--- config.mk ---
export PLATFORM = sky130hd
export DESIGN_NAME = actuated_signal_controller
export DESIGN_NICKNAME = d
export VERILOG_FILES = /design/src/rtl/traffic_pkg.sv /design/src/rtl/phase_timer.sv /design/src/rtl/actuated_signal_controller.sv
export SDC_FILE = /design/constraint.sdc
export NUM_CORES = 1
export LEC_CHECK = 0
export ABC_AREA = 0
export CORE_MARGIN = 4
export CORE_UTILIZATION = 50
export DETAILED_ROUTE_END_ITERATION = 8
export PLACE_DENSITY = 0.85
export RECOVER_POWER = 25
export SLEW_MARGIN = 5
export SYNTH_ARGS = -nofsm -noshare
export SYNTH_HDL_FRONTEND = slang
export SYNTH_SLANG_ARGS = --single-unit
--- constraint.sdc ---
create_clock -name clk -period 3.9 [get_ports clk]
set_input_delay 0.975 -clock clk [delete_from_list [all_inputs] [get_ports clk]]
set_output_delay 0.975 -clock clk [all_outputs]
set_load 0.01 [all_outputs]
--- src/rtl/traffic_pkg.sv ---
// Shared lamp encodings, phase codes and preempt-target type for the
// actuated intersection controller.
package traffic_pkg;

    localparam logic [2:0] LAMP_RED = 3'b100;
    localparam logic [2:0] LAMP_YEL = 3'b010;
    localparam logic [2:0] LAMP_GRN = 3'b001;

    typedef enum logic [2:0] {
        A_GRN   = 3'd0,
        A_YEL   = 3'd1,
        AR_TO_B = 3'd2,
        B_GRN   = 3'd3,
        B_YEL   = 3'd4,
        AR_TO_A = 3'd5
    } phase_t;

    typedef enum logic [1:0] {
        NONE  = 2'd0,
        TGT_A = 2'd1,
        TGT_B = 2'd2
    } pre_tgt_t;

endpackage

--- src/rtl/phase_timer.sv ---
// Saturating tick counter for the current phase; clr beats tick so a phase
// change always starts the new phase at zero.
module phase_timer #(
    parameter int CNT_W = 5
) (
    input  logic             clk,
    input  logic             reset,
    input  logic             clr,
    input  logic             tick,
    output logic [CNT_W-1:0] count
);

    logic [CNT_W-1:0] count_q;
    logic [CNT_W-1:0] count_d;

    always_comb begin
        count_d = count_q;
        if (clr) begin
            count_d = '0;
        end else if (tick && (count_q != {CNT_W{1'b1}})) begin
            count_d = count_q + 1'b1;
        end
    end

    always_ff @(posedge clk) begin
        if (reset) begin
            count_q <= '0;
        end else begin
            count_q <= count_d;
        end
    end

    assign count = count_q;

endmodule

--- src/rtl/actuated_signal_controller.sv ---
// Demand-actuated, preemptible two-road signal sequencer. Green is bounded by
// min/max times; yellow and all-red clearance are always fully timed.
module actuated_signal_controller
    import traffic_pkg::*;
#(
    parameter int MIN_GREEN = 5,
    parameter int MAX_GREEN = 15,
    parameter int YELLOW_T  = 2,
    parameter int ALL_RED_T = 1,
    parameter int CNT_W     = 5
) (
    input  logic       clk,
    input  logic       reset,
    input  logic       tick,
    input  logic       det_a,
    input  logic       det_b,
    input  logic       preempt_a,
    input  logic       preempt_b,
    output logic [2:0] light_A,
    output logic [2:0] light_B,
    output logic [2:0] phase,
    output logic       preempt_active
);

    phase_t           phase_q, phase_d;
    pre_tgt_t         pre_tgt_q, pre_tgt_d;
    logic             dem_a_q, dem_a_d;
    logic             dem_b_q, dem_b_d;
    logic [CNT_W-1:0] timer;
    logic [31:0]      t1;
    logic             min_ok, max_hit, yel_done, ar_done;
    logic             hold_a, hold_b;
    logic             phase_chg;

    phase_timer #(.CNT_W(CNT_W)) u_timer (
        .clk   (clk),
        .reset (reset),
        .clr   (phase_chg),
        .tick  (tick),
        .count (timer)
    );

    // Expiry tests use timer+1 so a phase ends on the tick that completes it.
    assign t1       = 32'(timer) + 32'd1;
    assign min_ok   = (t1 >= MIN_GREEN);
    assign max_hit  = (t1 >= MAX_GREEN);
    assign yel_done = tick && (t1 >= YELLOW_T);
    assign ar_done  = tick && (t1 >= ALL_RED_T);

    assign hold_a   = (pre_tgt_q == TGT_A) && preempt_a;
    assign hold_b   = (pre_tgt_q == TGT_B) && preempt_b;

    always_comb begin
        phase_d = phase_q;
        case (phase_q)
            A_GRN: begin
                if (pre_tgt_q == TGT_B) begin
                    phase_d = A_YEL;
                end else if (!hold_a && tick && dem_b_q && min_ok && (!det_a || max_hit)) begin
                    phase_d = A_YEL;
                end
            end
            A_YEL:   if (yel_done) phase_d = AR_TO_B;
            AR_TO_B: if (ar_done)  phase_d = B_GRN;
            B_GRN: begin
                if (pre_tgt_q == TGT_A) begin
                    phase_d = B_YEL;
                end else if (!hold_b && tick && dem_a_q && min_ok && (!det_b || max_hit)) begin
                    phase_d = B_YEL;
                end
            end
            B_YEL:   if (yel_done) phase_d = AR_TO_A;
            AR_TO_A: if (ar_done)  phase_d = A_GRN;
            default: phase_d = AR_TO_A;
        endcase
    end

    assign phase_chg = (phase_d != phase_q);

    // Demand latches: entry into the road's own green clears, and wins over a set.
    always_comb begin
        dem_a_d = dem_a_q;
        dem_b_d = dem_b_q;
        if (det_a && (phase_q != A_GRN)) dem_a_d = 1'b1;
        if (det_b && (phase_q != B_GRN)) dem_b_d = 1'b1;
        if ((phase_d == A_GRN) && (phase_q != A_GRN)) dem_a_d = 1'b0;
        if ((phase_d == B_GRN) && (phase_q != B_GRN)) dem_b_d = 1'b0;
    end

    always_comb begin
        pre_tgt_d = pre_tgt_q;
        case (pre_tgt_q)
            NONE: begin
                if (preempt_a)      pre_tgt_d = TGT_A;
                else if (preempt_b) pre_tgt_d = TGT_B;
            end
            TGT_A:   if (!preempt_a && (phase_q == A_GRN)) pre_tgt_d = NONE;
            TGT_B:   if (!preempt_b && (phase_q == B_GRN)) pre_tgt_d = NONE;
            default: pre_tgt_d = NONE;
        endcase
    end

    always_ff @(posedge clk) begin
        if (reset) begin
            phase_q   <= AR_TO_A;
            pre_tgt_q <= NONE;
            dem_a_q   <= 1'b0;
            dem_b_q   <= 1'b0;
        end else begin
            phase_q   <= phase_d;
            pre_tgt_q <= pre_tgt_d;
            dem_a_q   <= dem_a_d;
            dem_b_q   <= dem_b_d;
        end
    end

    always_comb begin
        light_A = LAMP_RED;
        light_B = LAMP_RED;
        case (phase_q)
            A_GRN:   light_A = LAMP_GRN;
            A_YEL:   light_A = LAMP_YEL;
            B_GRN:   light_B = LAMP_GRN;
            B_YEL:   light_B = LAMP_YEL;
            default: ;
        endcase
    end

    assign phase          = phase_q;
    assign preempt_active = (pre_tgt_q != NONE);

endmodule

Word-level counts from Yosys, hierarchy flattened
Index checks and enable logic that the tools add are counted.
- add/sub/neg operators: 2
- magnitude comparators: 4
- equality and inequality tests: 14
- muxes and demuxes: 16
- reductions and logical operators: 36
- operators by type and width (operator ; count):
    3-bit two-way mux ; 8
    1-bit logical AND ; 19
    3-bit one-hot mux with 6 select lines ; 1
    3-bit one-hot mux with 2 select lines ; 2
    3-bit by 2-bit equality test with 1-bit output, second input constant ; 3
    2-bit two-way mux ; 4
    5-bit by 1-bit adder with 6-bit output, second input constant ; 1
    3-bit equality test, second input constant ; 2
    6-bit by 1-bit greater-or-equal comparator with 1-bit output, second input constant ; 1
    6-bit by 2-bit greater-or-equal comparator with 1-bit output, second input constant ; 1
    6-bit by 3-bit greater-or-equal comparator with 1-bit output, second input constant ; 1
    6-bit by 4-bit greater-or-equal comparator with 1-bit output, second input constant ; 1
    1-bit zero test ; 6
    3-bit zero test ; 2
    2-bit one-hot mux with 3 select lines ; 1
    2-bit OR reduction ; 3
    5-bit by 1-bit adder with 5-bit output, second input constant ; 1
    5-bit inequality test, second input constant ; 1
    2-bit by 1-bit inequality test with 1-bit output, second input constant ; 2
    3-bit by 1-bit equality test with 1-bit output, second input constant ; 1
    3-bit by 2-bit inequality test with 1-bit output, second input constant ; 1
    3-bit inequality test ; 1
    3-bit inequality test, second input constant ; 1
    3-bit AND reduction ; 1
    6 further kinds ; 7
- register bits: 12
- input port bits: 7
- output and inout bits: 10
- word-level logic and storage cells: 77

Longest topological paths before layout
Gate-level depths: netlist of the first run.
- depth in word-level cells: 13
- depth in mapped cells: 9

Hierarchy
Synthesis of the first run repeated with hierarchy kept, for this count alone.
- cells, all modules: 124
- area, all modules: 935.9 um^2
- by module, submodules not included (module ; times used ; cells each ; area each (um^2) ; seq. area each (um^2)):
    actuated_signal_controller ; 1 ; 98 ; 696.9 ; 140.1
    phase_timer ; 1 ; 26 ; 239.0 ; 100.1

Least setup slack after synthesis of the first run
OpenSTA, ideal clock, no wires.
- kind: register to register
- start point: register u_timer.count_q[0], in the netlist u_timer.count[0]
- end point: register u_timer.count_q[0], in the netlist u_timer.count[0]
- setup time: 0.070 ns
- data arrival time: 2.430 ns
- data required time: 3.830 ns
- path slack: 1.400 ns
- stages on the path, launching flop included: 10
- buffers on the path: 0
- period minus slack after synthesis: 2.500 ns
- cells stage by stage: dfxtp_1 ha_1 and3_2 ha_1 nor2_1 mux2_4 a311o_1 a221oi_2 nand4_2 a21oi_1
- longest elaborated chain between the ends: 9
- elaborated cells on any way between the ends: 27
- classes of those cells: add/sub (2); order compare (4); eq/ne (2); mux (9); reduce/logical (10)
- RTL lines (element ; RTL line ; source):
    from (decl) ; phase_timer.sv:13 ; logic [CNT_W-1:0] count_q;
    from (signal assigned) ; phase_timer.sv:29 ; count_q <= count_d;
    5-bit by 1-bit adder with 6-bit output (*) ; actuated_signal_controller.sv:44 ; assign t1 = 32'(timer) + 32'd1;
    net t1[4] ; actuated_signal_controller.sv:30 ; logic [31:0] t1;
    6-bit by 3-bit greater-or-equal comparator with 1-bit output or 6-bit by 4-bit greater-or-equal comparator with 1-bit output (tied branches) ; actuated_signal_controller.sv:45, actuated_signal_controller.sv:46 ;
    1-bit logical AND, or another cell as far along ; actuated_signal_controller.sv:68 ; end else if (!hold_b && tick && dem_a_q && min_ok && (!det_b || max_hit)) begin
    1-bit logical AND, on equally long branches ; actuated_signal_controller.sv:68, actuated_signal_controller.sv:59 ;
    3-bit two-way mux, on equally long branches ; actuated_signal_controller.sv:68, actuated_signal_controller.sv:59 ;
    3-bit two-way mux, on equally long branches ; actuated_signal_controller.sv:66, actuated_signal_controller.sv:57 ;
    3-bit one-hot mux with 6 select lines (*) ; actuated_signal_controller.sv:55 ; case (phase_q)
    3-bit inequality test (*) ; actuated_signal_controller.sv:78 ; assign phase_chg = (phase_d != phase_q);
    2-bit OR reduction (no source line) (*) ; - ;
Mark *: on every way through the listed nets, which the timed path passes. The rest lies on a longest branch.
A chain may end at the register's enable or synchronous reset.

Worst setup path after layout of the first run
- start point: register phase_q[2], in the netlist phase[2]
- end point: output light_B[2]
- longest elaborated chain between the ends: 2
- elaborated cells on any way between the ends: 3
- classes of those cells: eq/ne (2); mux (1)
- RTL lines (element ; RTL line ; source):
    from (decl) ; actuated_signal_controller.sv:25 ; phase_t phase_q, phase_d;
    from (signal assigned) ; actuated_signal_controller.sv:110 ; phase_q <= phase_d;
    3-bit equality test or 3-bit by 2-bit equality test with 1-bit output (tied branches) ; actuated_signal_controller.sv:120 ; case (phase_q)
    3-bit one-hot mux with 2 select lines (*) ; actuated_signal_controller.sv:120 ;
    to (decl) ; actuated_signal_controller.sv:20 ; output logic [2:0] light_B,
Every way passes the cells marked *; elsewhere a longest branch is shown, timed or not.

==> impl_metrics.tcl, run 1 <==
set metrics [dict create \
    status "completed" \
    core_sq_um 1745 \
    avgViaCountPerCell 5.904 \
    drc 0 \
    slowest_stage "dfxtp_1" \
    drt-initial-drc-count 11 \
    drt_wl_total_um 2242 \
    yosysSeqAreaShare_pct 25.95 \
    post-cts-setup-buffers 0 \
    ctsHoldBuffers 0 \
    grt_overflow 0 \
    grt_pass1_vias 860 \
    yosys-top-cells-count "12 x dfxtp_1, 11 x a21oi_1, 8 x inv_1, 8 x nor2_1, 7 x nand2_1" \
    grt_start_max_net_pins 13 \
    ys_ff_latch 12 \
    fmax_mhz 353.4 \
    die_h_um 51.03 \
    synth_top_area_share_pct 25.95 \
    grtUsageTotal_pct 18.88 \
    worstSetupPathType "reg -> out" \
    cts_buffers 3 \
    diodes 0 \
    end_kind "output port" \
    vias 927 \
    die-area_sq_um 2604 \
    rsz0062_at_grt "no" \
    drv_cap 0 \
    crit_chain "nor2b_1, nand2_1, inv_1, nor2_1, clkdlybuf4s50_1" \
    worstPathArrival_ps 1850 \
    finClkSkew_ps 1.183 \
    yosysMostFrequentCell "dfxtp_1" \
    ant_nets 0 \
    gp_congestion 0.8733 \
    startpoint_type "register" \
    die_w_um 51.03 \
    hold_viol 0 \
    synth.area.mux_share_pct 3.784 \
    cts.path.max_buffers 2 \
    synth_edf_count 0 \
    first_pass_iters 4 \
    ys_types 43 \
    slowest_delay_ps 570 \
    cp_max_fo 12 \
    htree_levels 1 \
    hold_path.class "reg -> reg" \
    num_rows 15 \
    synthAdderAreaFrac_pct 8.108 \
    synth.avg_cell_area_sq_um 7.914 \
    synthCells 117 \
    synth-compound-area-share_pct 21.76 \
    maxSlewViolCount 0 \
    cts_tree "yes" \
    clk_pin_slew_ps 70 \
    relSlewSlack_pct 63.65 \
    ios 17 \
    clockRootBuffer "clkbuf_4" \
    clk_latency_ps 280 \
    grt_pass1_wl_um 3636 \
    synthArstFlopShare_pct 0 \
    areaGrowthSynthToFinish_pct 22.16 \
    cts.sinks 12 \
    fin_crit_sh_pct 72.55 \
    post_cts_resized 0 \
    critPathRequiredTime_ps 2920 \
    syn_area_sq_um 925.9 \
    synthSimpleGateAreaFrac_pct 31.35 \
    drive_gt1_share_pct 7.576 \
    antenna_found_initial 0 \
    synth_top_family_by_area "simple AND/OR/NAND/NOR gates" \
    syn-num-nets 130 \
    port_buffers 16 \
    yosysTopAreaCell "dfxtp_1" \
    final_area_sq_um 1131 \
    final-setup-viol-count 0 \
    nNetsFinal 146 \
    synth_flop_cell "dfxtp_1" \
    worstMarginPinSlew_ps 544.1 \
    hpwl_um 1739 \
    vdd_drop_max_v 0.0002144 \
    powerDensity_nw_per_um2 319.0 \
    tns_ps 0 \
    wire_per_inst_um 14.28 \
    dpl_cell_area_sq_um 1099 \
    synth-xor-area-share_pct 3.784 \
    ys_warn_count 0 \
    synthTopCellsByArea "dfxtp_1 26%, ha_1 8.1%, a21oi_1 5.9%, nor2b_1 3.4%, inv_1 3.2%" \
    leakagePower_nw 0.4658 \
    start_util_pct 53.05 \
    fin_crit_ps 2829 \
]
-- critical path, delay by kind of cell (launching register included) --
kind / cells / cell delay (ps)
buffers and inverters: 2 / 610
DFF: 1 / 570
and+or+nand+nor: 3 / 380
-- metal layers --
| layer | share of wire [%] | track usage, % |
|---|---|---|
| met1 | 45 | 20.60 |
| met2 | 49 | 32.83 |
| met3 | 4.5 | 5.539 |
| met4 | 1.9 | 9.417 |
| met5 | 0 | 0 |
-- stage by stage --
step | utilization (%) | worst slack (ps) | total power, mW | hold WS, ps | std cells
after global routing | 64.80 | 904.5 | 0.3836 | 525.4 | 157
after detailed placement | 62.94 | 1029 | 0.2617 | 488.9 | 153
after floorplan | - | 1400 | 0.2176 | 431.0 | 117
final | 64.80 | 1071 | 0.3609 | 506.9 | 157
after CTS | 65.02 | 1099 | 0.3613 | 499.4 | 157
after global placement | 62.94 | 1086 | 0.2583 | 459.4 | 153
-- layout by cell type, fill, tap and decap left out, types with 5 or more instances in the layout --
| cell type | count |
|---|---|
| o21ai_0 | 5 |
| ha_1 | 6 |
| nor2b_1 | 5 |
| clkdlybuf4s50_1 | 14 |
| a21oi_1 | 11 |
| nor2_1 | 8 |
| inv_1 | 8 |
| nand2_1 | 7 |
| dfxtp_1 | 12 |
| nor3_1 | 5 |
-- path summary, 6_finish.rpt --
check | start | end | slack (ps) | cells past startpoint
hold / removal | pre_tgt_q[1]$_SDFFE_PP0P_ | pre_tgt_q[0]$_SDFFE_PP0P_ | 510 | 1
setup / recovery | phase[2]$_SDFF_PP1_ | light_B[2] | 1070 | 5
hold reg to reg | pre_tgt_q[1]$_SDFFE_PP0P_ | pre_tgt_q[0]$_SDFFE_PP0P_ | 510 | 1
setup reg to reg | u_timer.count[0]$_SDFFE_PP0P_ | u_timer.count[0]$_SDFFE_PP0P_ | 1070 | 9
-- layout make-up --
| cell class | instances | area [sq um] |
|---|---|---|
| well taps | 25 | 31.28 |
| inverters | 8 | 30.03 |
| flip-flops and latches | 12 | 240.2 |
| fillers | 161 | 614.3 |
| clock buffers | 4 | 36.28 |
| multi-input cells | 92 | 633.1 |
| repair buffers | 16 | 160.2 |
-- sequential cells by signal, indices dropped and copies added, names as in the netlist --
signal         cells
u_timer.count      5
phase              3
pre_tgt_q          2
dem_a_q            1
dem_b_q            1
-- logic make-up (layout without fill, tap and decap cells) --
family / after synthesis / in the layout
simple gates: 49 / 49
compound gates: 30 / 30
buf+inv: 13 / 28
flops: 12 / 12
fa+ha+maj: 6 / 6
xor+xnor: 4 / 4
mux: 3 / 3
-- report_power, final --
part / internal [mW] / total, mW / switching, mW
clock network: 0.0570 / 0.102 / 0.0446
registers: 0.132 / 0.149 / 0.0177
logic: 0.0566 / 0.110 / 0.0533
Power figures use the tool's default switching activity.
==> inputs of run 2 (changes only) <==
- clock period: 3.9 -> 2.9 ns (I/O delays scaled with it)
==> run 2 against run 1 <==
Against the previous run:
- cell area down 0.22%
- flip-flop and latch count did not move
- clock power decreased by 4%
==> impl_metrics.tcl, run 2 (same netlist as run 1, synthesis figures left out) <==
set metrics [dict create \
    r2r_cells 9 \
    post_cts_resized 0 \
    tns_ps 0 \
    grt_pass1_wl_um 3670 \
    avgViaCountPerCell 5.917 \
    hold_end "pre_tgt_q[0]$_SDFFE_PP0P_" \
    end_kind "register" \
    ctsHoldBuffers 0 \
    cp_max_fo 7 \
    nNetsFinal 147 \
    first_pass_iters 4 \
    crit_top_cell "ha_1" \
    gp_congestion 0.9130 \
    relSlewSlack_pct 67.13 \
    rr_endpoint "u_timer.count[3]$_SDFFE_PP0P_" \
    leakagePower_nw 0.4708 \
    fmax_mhz 367.8 \
    areaGrowthSynthToFinish_pct 21.89 \
    clockRootBuffer "clkbuf_4" \
    port_buffers 16 \
    wire_per_inst_um 13.88 \
    fin_crit_ps 2719 \
    grt_start_max_net_pins 13 \
    die_w_um 51.03 \
    rsz0062_at_grt "no" \
    min_from "pre_tgt_q[1]$_SDFFE_PP0P_" \
    hold_viol 0 \
    diodes 0 \
    grt_overflow 0 \
    whs_path_depth 1 \
    path_delay_family "compound AO/OA/AOI/OAI gates" \
    clk_pin_slew_ps 70 \
    slowest_stage "a311o_1" \
    final-setup-viol-count 0 \
    grt_pass1_vias 863 \
    drv_cap 0 \
    htree_levels 1 \
    die_h_um 51.03 \
    wl_met1_um 955 \
    drive_gt1_share_pct 8.333 \
    hold_path.class "reg -> reg" \
    place_ws_ps 193.6 \
    highest_layer "met4" \
    num_rows 15 \
    ant_nets 0 \
    startpoint_type "register" \
    slowest_delay_ps 370 \
    crit_chain "ha_1, and3_2, ha_1, nor2_1, mux2_4, a311o_1, a221oi_2, nand4_2, a21oi_1" \
    clk_latency_ps 270 \
    grtUsageTotal_pct 18.55 \
    met2WireLength_um 1063 \
    path_buf_inv 0 \
    die-area_sq_um 2604 \
    fillCellCount 170 \
    core_sq_um 1745 \
    antenna_found_initial 0 \
    hpwl_um 1684 \
    drt-initial-drc-count 26 \
    worst_slack_ps 180.8 \
    critPathRequiredTime_ps 3100 \
    drt_wl_total_um 2179 \
    post-cts-setup-buffers 0 \
    routed-wl-met3_um 134 \
    cts.path.max_buffers 2 \
    cts_buffers 3 \
    worstPathArrival_ps 2920 \
    vdd_drop_max_v 0.0002591 \
    regToRegStartpoint "u_timer.count[1]$_SDFFE_PP0P_" \
    ios 17 \
    worstMarginPinSlew_ps 492.1 \
    powerDensity_nw_per_um2 398.9 \
    drc 0 \
    final_cell_mix "12 x dfxtp_1, 12 x clkdlybuf4s50_1, 11 x a21oi_1" \
    cts.sinks 12 \
    reg2reg_slack_ps 180 \
    worstSetupPathType "reg -> reg" \
    largest_reg_flops 5 \
    status "completed" \
    finClkSkew_ps 1.501 \
    vias 929 \
    cts_tree "yes" \
    start_util_pct 53.05 \
    maxSlewViolCount 0 \
    fin_crit_sh_pct 93.77 \
]
## run 2: worst max path at each step
stage | start | end | slack [ps] | cells past startpoint
2_1_floorplan | u_timer.count[0]$_SDFFE_PP0P_ | u_timer.count[0]$_SDFFE_PP0P_ | 400 | 9
3_5_place_dp | tick | u_timer.count[3]$_SDFFE_PP0P_ | 190 | 6
3_3_place_gp | tick | u_timer.count[1]$_SDFFE_PP0P_ | 190 | 6
6_report | u_timer.count[1]$_SDFFE_PP0P_ | u_timer.count[3]$_SDFFE_PP0P_ | 180 | 9
4_1_cts | u_timer.count[1]$_SDFFE_PP0P_ | u_timer.count[3]$_SDFFE_PP0P_ | 180 | 9
5_1_grt | u_timer.count[1]$_SDFFE_PP0P_ | u_timer.count[0]$_SDFFE_PP0P_ | 40 | 9
## run 2: metal layers
layer | track usage [%] | vias to the layer above
li1 | - | 462
met1 | 21.47 | 433
met2 | 33.05 | 30
met3 | 5.248 | 4
met4 | 4.933 | 0
met5 | 0 | -
## run 2: through the flow
step                      hold WS (ps)  utilization [%]  total power [mW]  area [sq um]  cells
after global routing             524.5            64.66            0.4793          1129    157
after CTS                        484.7            64.66            0.4568          1129    157
final                            488.0            64.66            0.4502          1129    157
after detailed placement         474.9            63.37            0.3562          1106    154
after floorplan                  431.0                -            0.2926         925.9    117
after global placement           460.1            63.37            0.3523          1106    154
## run 2: cell type report
cell class                 count  area, sq um  share of cell area (%)
clock buffer                   3        22.52                   1.996
multi-input combinational     92        636.9                   56.43
sequential                    12        240.2                   21.29
timing repair buffer          17        167.7                   14.86
tap                           25        31.28                   2.772
inverter                       8        30.03                   2.661
## run 2: worst reg2reg max path: stages (launching register included)
cell and delay (ps):
dfxtp_1 360, ha_1 260, and3_2 230, ha_1 330
nor2_1 70, mux2_4 290, a311o_1 370, a221oi_2 370
nand4_2 200, a21oi_1 170
## run 2: power by group
part / leakage, nW / switching (mW) / internal [mW]
combinational: 0.358 / 0.0760 / 0.0772
sequential: 0.0985 / 0.0216 / 0.177
clock: 0.0138 / 0.0503 / 0.0480
total: 0.471 / 0.148 / 0.302
==> RTL edit 1, RTL diff (config.mk and constraints of run 2) <==
The 3 values of `pre_tgt_t` get a one-hot encoding in 3 bits.
--- a/src/rtl/traffic_pkg.sv
+++ b/src/rtl/traffic_pkg.sv
@@ -15,10 +15,10 @@
         AR_TO_A = 3'd5
     } phase_t;
 
-    typedef enum logic [1:0] {
-        NONE  = 2'd0,
-        TGT_A = 2'd1,
-        TGT_B = 2'd2
+    typedef enum logic [2:0] {
+        NONE  = 3'b001,
+        TGT_A = 3'b010,
+        TGT_B = 3'b100
     } pre_tgt_t;
 
 endpackage
Behaviour: no difference found for any inputs over 10 cycles, from zero or initial values and one cycle with reset high; not proved beyond that.
==> RTL edit 1 against run 2 <==
- wire length rose by 26%
- synthesized area is 11% higher
- sequential cell count is 1 higher
- clock power grew 11%
- sequential power is 15% higher
- worst setup slack got worse by 0.099 ns
- power increased by 28%
- final area is 19% higher
- critical endpoint is now u_timer.count[4]$_SDFFE_PP0P_
- largest cell class unchanged
==> RTL edit 1: results (changes against run 2) <==
| Metric | Value |
|---|---|
| Cell family with most CP delay | simple AND/OR/NAND/NOR gates (was compound AO/OA/AOI/OAI gates) |
| Crit-path max cell delay | 0.55 ns (was 0.37 ns) |
| DR WL met2 | 1350 um (was 1060 um) |
| Maximum VDD drop | 0.288 mV (was 0.259 mV) |
| Filler Cells Inserted | 168 (was 170) |
| R2R setup slack | 0.08 ns (was 0.18 ns) |
| HP Start | dem_b_q$_SDFFE_PP0P_ (was pre_tgt_q[1]$_SDFFE_PP0P_) |
| Gr usage total | 21.6% (was 18.6%) |
| Share of cells above drive strength 1 | 20.0% (was 8.33%) |
| Fin crit period | 2.82 ns (was 2.72 ns) |
| Worst Path Max Fanout | 5 (was 7) |
| Psw | 0.204 mW (was 0.148 mW) |
| Worst slew pin tran | 0.805 ns (was 0.492 ns) |
| Clk cell area share | 1.96% (was 2.00%) |
| Fin Hold WS | 0.539 ns (was 0.488 ns) |
| Met2 Use GR | 36.1% (was 33.0%) |
| Leakage | 0.533 nW (was 0.471 nW) |
| DP Worst Slack | 0.0110 ns (was 0.194 ns) |
| Largest net degree at the start of global routing | 16 (was 13) |
| Final non-clock buffer share | 17.5% (was 14.9%) |
| DR iter-0 viols | 29 (was 26) |
| Gp weighted congestion | 0.910 (was 0.913) |
| Grt met1 use | 26.3% (was 21.5%) |
| Commonest cells post-synth | dfxtp_1 (13), a211oi_1 (9), nor2_1 (9) (was dfxtp_1 (12), a21oi_1 (11), inv_1 (8), nor2_1 (8), nand2_1 (7)) |
| Worst setup startpoint | u_timer.count[0]$_SDFFE_PP0P_ (was u_timer.count[1]$_SDFFE_PP0P_) |
| # nets final | 164 (was 147) |
| Status | finished clean (unchanged) |
| GR Layer Usage met3 | 3.38% (was 5.25%) |
| Metal1 wirelength | 1250 um (was 955 um) |
| Clock-net power | 0.109 mW (was 0.0983 mW) |
| #MultiIn Comb | 99 (was 92) |
| Register area share after synthesis | 25.2% (was 25.9%) |
| Routed vias | 1,055 (was 929) |
[RTL edit 1: logic make-up (layout without fill, tap and decap cells)]
group,count (synthesis),count (layout),share of synthesized area (%)
and+or+nand+nor,47,47,28.1
DFF,13,13,25.2
AOI/OAI and AO/OA,38,38,26.5
adders and majority gates,6,6,7.27
buffers and inverters,15,38,5.45
xor gates and xnor gates,4,4,3.39
muxes,4,4,4.00
[RTL edit 1: through the flow]
| step | TNS [ns] | utilization [%] | total power [mW] | cells | area [sq um] |
|---|---|---|---|---|---|
| after floorplan | 0 | - | 0.367 | 127 | 1050 |
| after global placement | 0 | 66.0 | 0.454 | 173 | 1290 |
| after detailed placement | 0 | 66.0 | 0.462 | 173 | 1290 |
| after CTS | -0.00903 | 67.3 | 0.573 | 177 | 1320 |
| after global routing | -0.0134 | 68.4 | 0.615 | 177 | 1340 |
| final | 0 | 68.4 | 0.576 | 177 | 1340 |
==> RTL edit 2, RTL diff (settings of run 2) <==
Without the edit above. `CNT_W` is set to 5 in 2 places; all go to 10.
--- a/src/rtl/phase_timer.sv
+++ b/src/rtl/phase_timer.sv
@@ -1,7 +1,7 @@
 // Saturating tick counter for the current phase; clr beats tick so a phase
 // change always starts the new phase at zero.
 module phase_timer #(
-    parameter int CNT_W = 5
+    parameter int CNT_W = 10
 ) (
     input  logic             clk,
     input  logic             reset,
--- a/src/rtl/actuated_signal_controller.sv
+++ b/src/rtl/actuated_signal_controller.sv
@@ -7,7 +7,7 @@
     parameter int MAX_GREEN = 15,
     parameter int YELLOW_T  = 2,
     parameter int ALL_RED_T = 1,
-    parameter int CNT_W     = 5
+    parameter int CNT_W     = 10
 ) (
     input  logic       clk,
     input  logic       reset,
Function: no difference found for any inputs over 10 cycles, from zero or initial values and one cycle with reset high; that may be too few to reach the edited logic, so the function may still have changed.
==> RTL edit 2 against run 2 <==
- wire length grew 37%
- power grew 34%
- worst setup slack gained 0.038 ns
- sequential power grew 36%
- final area grew 33%
- synthesized area grew 42%
- synthesized cell count grew 38%
- sequential cell count grew 5
==> RTL edit 2: results (changes against run 2) <==
| Metric | Value |
|---|---|
| Status | finished clean (unchanged) |
| Clock-net power | 0.143 mW (was 0.0983 mW) |
| Combinational logic power | 0.192 mW (was 0.153 mW) |
| Post-synthesis compound-gate area fraction | 24.1% (was 21.8%) |
| Post-Synth Adder-Cell Area | 3.80% (was 8.11%) |
| Largest register FFs | 10 (was 5) |
| Gp weighted congestion | 0.939 (was 0.913) |
| Commonest cells post-synth | dfxtp_1 (17), nand2_1 (16), nor3_1 (15) (was dfxtp_1 (12), a21oi_1 (11), inv_1 (8), nor2_1 (8), nand2_1 (7)) |
| Synth Area in XOR/XNOR | 6.65% (was 3.78%) |
| Routed WL per cell | 14.6 um (was 13.9 um) |
| Headroom to the max-slew limit | 65.9% (was 67.1%) |
| Share of cells above drive strength 1 | 13.2% (was 8.33%) |
| Combinational Power Share | 31.7% (was 34.0%) |
| Clk_lat worst skew | 0.32 ns (was 0.27 ns) |
| Clk_skew | 0.0155 ns (was 0.00150 ns) |
| Placed Instances | 200 (was 154) |
| DP HPWL | 2260 um (was 1680 um) |
| Largest cells by area after synthesis | dfxtp_1 (26%), nor3_1 (5.7%), nand2_1 (4.6%) (was dfxtp_1 (26%), ha_1 (8.1%), a21oi_1 (5.9%)) |
| Leakage | 0.566 nW (was 0.471 nW) |
| DP Worst Slack | 0.213 ns (was 0.194 ns) |
| Crit path DAT | 1.96 ns (was 2.92 ns) |
| Routed vias | 1,201 (was 929) |
| Post-Syn Area per Cell | 8.18 sq um (was 7.91 sq um) |
| Crit-path max cell delay | 0.59 ns (was 0.37 ns) |
| Multiplexer area fraction after synthesis | 1.14% (was 3.78%) |
RTL edit 2: cell types whose count changed in the layout (fill, tap and decap cells not counted), moves of 3 or more:
cell,change
nand3_1,+3
a21oi_1,-3
and3b_1,-3
nor2_1,+3
nand2_1,+9
dfxtp_1,+5
xnor2_1,+3
inv_1,+3
xor2_1,+3
nor3_1,+10
RTL edit 2: path summary, 6_finish.rpt:
check	cells past startpoint	to	from	slack, ns
min	1	pre_tgt_q[0]$_SDFFE_PP0P_	pre_tgt_q[1]$_SDFFE_PP0P_	0.52
max	4	light_B[0]	phase[0]$_SDFF_PP1_	0.22
min reg2reg	1	pre_tgt_q[0]$_SDFFE_PP0P_	pre_tgt_q[1]$_SDFFE_PP0P_	0.52
max reg2reg	9	u_timer.count[4]$_SDFFE_PP0P_	u_timer.count[1]$_SDFFE_PP0P_	0.27
RTL edit 2: final cells by class:
type	instances	area [sq um]
clock buffer	3	22.5
clock inverter	1	7.51
fill	225	1000
inverter	11	41.3
multi-input combinational	125	880
sequential	17	340
tap	30	37.5
timing repair buffer	17	168
RTL edit 2: stage by stage:
stage                     utilization (%)  cell area, sq um
after floorplan                         -              1320
after global placement               58.7              1470
after detailed placement             58.7              1470
after CTS                            59.9              1500
after global routing                 59.9              1500
final                                59.9              1500
RTL edit 2: routing by layer:
layer  wire [um]  track usage (%)  vias up
met1        1310             23.7      562
li1            -                -      604
met3         142             3.27        5
met2        1490             30.9       30
met5           0                0        -
met4          45             7.77        0
RTL edit 2: worst max-delay path, delay by kind of cell (launching register included):
family | cells | cell delay, ns
DFF | 1 | 0.59
buffers and inverters | 2 | 0.66
and+or+nand+nor | 2 | 0.40
